$ cat config.mk
export PLATFORM = sky130hd
export DESIGN_NAME = booth_multiplier
export DESIGN_NICKNAME = d
export VERILOG_FILES = /design/src/rtl/booth_multiplier.sv
export SDC_FILE = /design/constraint.sdc
export NUM_CORES = 1
export LEC_CHECK = 0
export CORE_MARGIN = 8
export CORE_UTILIZATION = 41
export DETAILED_ROUTE_END_ITERATION = 8
export GPL_ROUTABILITY_DRIVEN = 0
export GPL_TIMING_DRIVEN = 0
export SLEW_MARGIN = 20
export SYNTH_ARGS = -nofsm -noshare
export SYNTH_HDL_FRONTEND = slang
export SYNTH_SLANG_ARGS = --single-unit
$ cat constraint.sdc
create_clock -name clk -period 2.61 [get_ports clk]
set_input_delay 0.522 -clock clk [delete_from_list [all_inputs] [get_ports clk]]
set_output_delay 0.522 -clock clk [all_outputs]
set_load 0.005 [all_outputs]
$ cat src/rtl/booth_multiplier.sv
// Sequential radix-2 Booth multiplier: load, iterate, one-cycle booth_dv.
// Define BOOTH_UNSIGNED_EN for unsigned operands (one extra iteration).
module booth_multiplier #(
  parameter int WIDTH = 4
) (
  input  logic                 clk,
  input  logic                 rst,
  input  logic                 load,
  input  logic [WIDTH-1:0]     Multiplier,
  input  logic [WIDTH-1:0]     Multiplicand,
  output logic [2*WIDTH-1:0]   Product,
  output logic                 booth_dv,
  output logic                 busy
);

`ifdef BOOTH_UNSIGNED_EN
  localparam int QW = WIDTH + 1;
`else
  localparam int QW = WIDTH;
`endif
  localparam int AW = QW + 1;
  localparam int CW = $clog2(QW + 1);

  typedef enum logic [1:0] {
    IDLE,
    RUN,
    DONE
  } state_t;

  state_t          state;
  logic [AW-1:0]   a;
  logic [QW-1:0]   q;
  logic            q_1;
  logic [QW-1:0]   m;
  logic [CW-1:0]   cnt;

  logic [QW-1:0]   mr_in;
  logic [QW-1:0]   mc_in;
  logic [AW-1:0]   m_ext;
  logic [AW-1:0]   sum;
  logic [2*WIDTH-1:0] prod;

  // Unsigned mode widens operands by a zero MSB so the signed Booth core applies.
`ifdef BOOTH_UNSIGNED_EN
  assign mr_in = {1'b0, Multiplier};
  assign mc_in = {1'b0, Multiplicand};
  assign prod  = {a[WIDTH-2:0], q};
`else
  assign mr_in = Multiplier;
  assign mc_in = Multiplicand;
  assign prod  = {a[WIDTH-1:0], q};
`endif

  assign m_ext = {m[QW-1], m};

  always_comb begin
    sum = a;
    unique case ({q[0], q_1})
      2'b01:   sum = a + m_ext;
      2'b10:   sum = a - m_ext;
      default: sum = a;
    endcase
  end

  always_ff @(posedge clk) begin
    if (rst) begin
      state    <= IDLE;
      a        <= '0;
      q        <= '0;
      q_1      <= 1'b0;
      m        <= '0;
      cnt      <= '0;
      Product  <= '0;
      booth_dv <= 1'b0;
      busy     <= 1'b0;
    end else begin
      booth_dv <= 1'b0;
      if (load) begin
        m     <= mc_in;
        q     <= mr_in;
        a     <= '0;
        q_1   <= 1'b0;
        cnt   <= CW'(QW);
        busy  <= 1'b1;
        state <= RUN;
      end else begin
        unique case (state)
          IDLE: ;
          RUN: begin
            a   <= {sum[AW-1], sum[AW-1:1]};
            q   <= {sum[0], q[QW-1:1]};
            q_1 <= q[0];
            cnt <= cnt - CW'(1);
            if (cnt == CW'(1)) begin
              busy  <= 1'b0;
              state <= DONE;
            end
          end
          DONE: begin
            Product  <= prod;
            booth_dv <= 1'b1;
            state    <= IDLE;
          end
          default: state <= IDLE;
        endcase
      end
    end
  end

endmodule

==> out/results.ini, run 1 <==
[synth]
synthTopCellsByArea = dfxtp_1, mux2i_1, ha_1, nor2_1, a21oi_1
synth-seq-cells = 28
syn_avg_cell_area_um2 = 8.52
synth_flop_cell = dfxtp_1
synth_area_leader_cell = dfxtp_1
syn_area_um2 = 1340
netlist.area_leader.share = 0.419
ys_seq_area_frac = 0.419
syn-num-nets = 177
synth-edff-count = 0
syn-instance-count = 157
synthArstFlopShare = 0
ys_warn_count = 0
synth_cell_types = 30

[clocking]
cts_buffer_depth = 2
clk_latency_ps = 330
clock-sinks = 28
clock-root-buffer = clkbuf_4
htreeDepth = 1
cts_buffers = 3
cts_tree = built
cts_setup_buffers = 0
path_clk_slew_ps = 140
hold_buffers = 0

[placement]
portBuffers = 20
preCtsSetupSlack_ps = 90.1
hpwl_mm = 2.03

[layout]
drive_gt1_frac = 0.0718
syn_to_final_growth_pct = 23.5
fin_nets = 202
final_cell_mix = nor2_1, dfxtp_1, clkdlybuf4s50_1
post-route-util = 0.537
antennaDiodeCount = 0
layout_commonest_cell = nor2_1

[worst_setup_path]
start_kind = register
crit_type = register to register
cp_data_required_time_ps = 2880
reg2reg_depth = 9
crit_arrival_ps = 2730
crit_path_max_fanout = 4
endpoint_kind = register
r2r_slack_ps = 150

[hold_path]
hold_class = register to register
hold_path_depth = 2

[routing]
post_drt_wl_per_cell_um = 12.0
vias = 1074
first_pass_iters = 4
viasPerCell = 4.77
drc = 0
drtIter0Drc = 21
drt_wl_total_mm = 2.70
ant_nets = 0

[timing]
period_share = 0.944
slew_viol_final = 0
clock_skew_ps = 9.47
tightest_slew_ps = 562
max_freq_mhz = 406
finalSetupViolations = 0
fin_crit_ps = 2460
hold_viol_final = 0
hold_ws_ps = 492
tns_ps = 0
finalWorstSetupSlack_ps = 146
maxSlewHeadroom = 0.625
grt_setup_unrepaired = no

[floorplanning]
fp.dieW_um = 73.1
io_pins = 21
initial_utilization = 0.435
die_h_um = 73.1
fp-row-count = 20
design.core.area_um2 = 3080
dieArea_um2 = 5350

[global_route]
grt_pass1_vias = 1048
antenna_found_initial = 0
grt_max_degree = 16
grt.overflow.total = 0
grt_pass1_wl_mm = 4.62
grt_use_total = 0.109

[power]
irDropWorstVdd_mv = 0.261
p_per_area_nw_per_um2 = 491
power_mw = 0.811
power_leakage_nw = 0.592

[outcome]
outcome = finished clean

[flow_run]
max-cap-violations = 0

[Yosys cell counts, types with 2 or more instances]
cell type	number
dfxtp_1	28
nor2_1	26
nand2_1	16
a21oi_1	14
mux2i_1	12
inv_1	9
ha_1	8
clkbuf_1	5
nand2b_1	4
xnor2_1	4
a211oi_1	3
nor2b_1	3
nor3_1	3
o21ai_0	3
a21oi_2	2
buf_1	2
xor2_1	2
[worst max-delay path, stage by stage (launching register included)]
cell and delay (ps):
dfxtp_4 390, inv_1 40, ha_1 270, mux2_2 280
fa_1 430, nand2b_1 170, a21oi_2 130, xnor2_1 100
or4_1 430, a21oi_2 160
[flip-flops by register name, summed over array words and instances (netlist names)]
signal and count:
busy 1, booth_dv 1, a 4, q_1 1
cnt 3, Product 8, q 4, m 4
state 2
[cell families after synthesis]
| logic type | share of synthesized area |
|---|---|
| AND/OR/NAND/NOR | 0.192 |
| flip-flops | 0.419 |
| AO/OA/AOI/OAI | 0.113 |
| buffers and inverters | 0.0486 |
| multiplexers | 0.0982 |
| adder cells (fa/ha/maj) | 0.0898 |
| XOR/XNOR | 0.0393 |
[through the flow]
stage / std cells / area [µm²]
after floorplan: 157 / 1340
after global placement: 221 / 1590
after detailed placement: 221 / 1590
after CTS: 225 / 1630
after global routing: 225 / 1650
final: 225 / 1650
[worst paths after layout]
path	from	to
max reg2reg	m[0]	a[3]
min	q_1	q_1
max	m[0]	a[3]
min reg2reg	q_1	q_1
[metal layers]
| metal | up-vias | share of wire | track usage |
|---|---|---|---|
| li1 | 564 | - | - |
| met1 | 489 | 0.47 | 0.126 |
| met2 | 16 | 0.46 | 0.177 |
| met3 | 5 | 0.046 | 0.0316 |
| met4 | 0 | 0.022 | 0.0600 |
| met5 | - | 0 | 0 |
[layout make-up]
cell class | instances | area, µm²
multi-input cells | 112 | 728
fillers | 311 | 1430
plain buffers | 8 | 31.3
inverters | 9 | 33.8
well taps | 44 | 55.1
clock buffers | 4 | 36.3
repair buffers | 20 | 200
flip-flops and latches | 28 | 567
[power breakdown]
| group | leakage (nW) | switching, mW | internal (mW) | total (mW) |
|---|---|---|---|---|
| sequential | 0.230 | 0.0124 | 0.442 | 0.454 |
| combinational | 0.341 | 0.0723 | 0.0703 | 0.143 |
| clock | 0.0210 | 0.129 | 0.0855 | 0.214 |
| total | 0.592 | 0.213 | 0.598 | 0.811 |
[what timing repair did]
action / in CTS / in global routing
gates resized for setup: 0 / 7
endpoints found under the setup margin: 0 / 1
hold endpoints to repair: 0 / 0
Note: power is estimated with default switching activity, not from simulation.
==> run 2, diff against run 1 <==
CTS_CLUSTER_SIZE = 40   (was default)
==> results of run 2 <==
No change in the layout: final DEF, timing and power equal those of run 1.
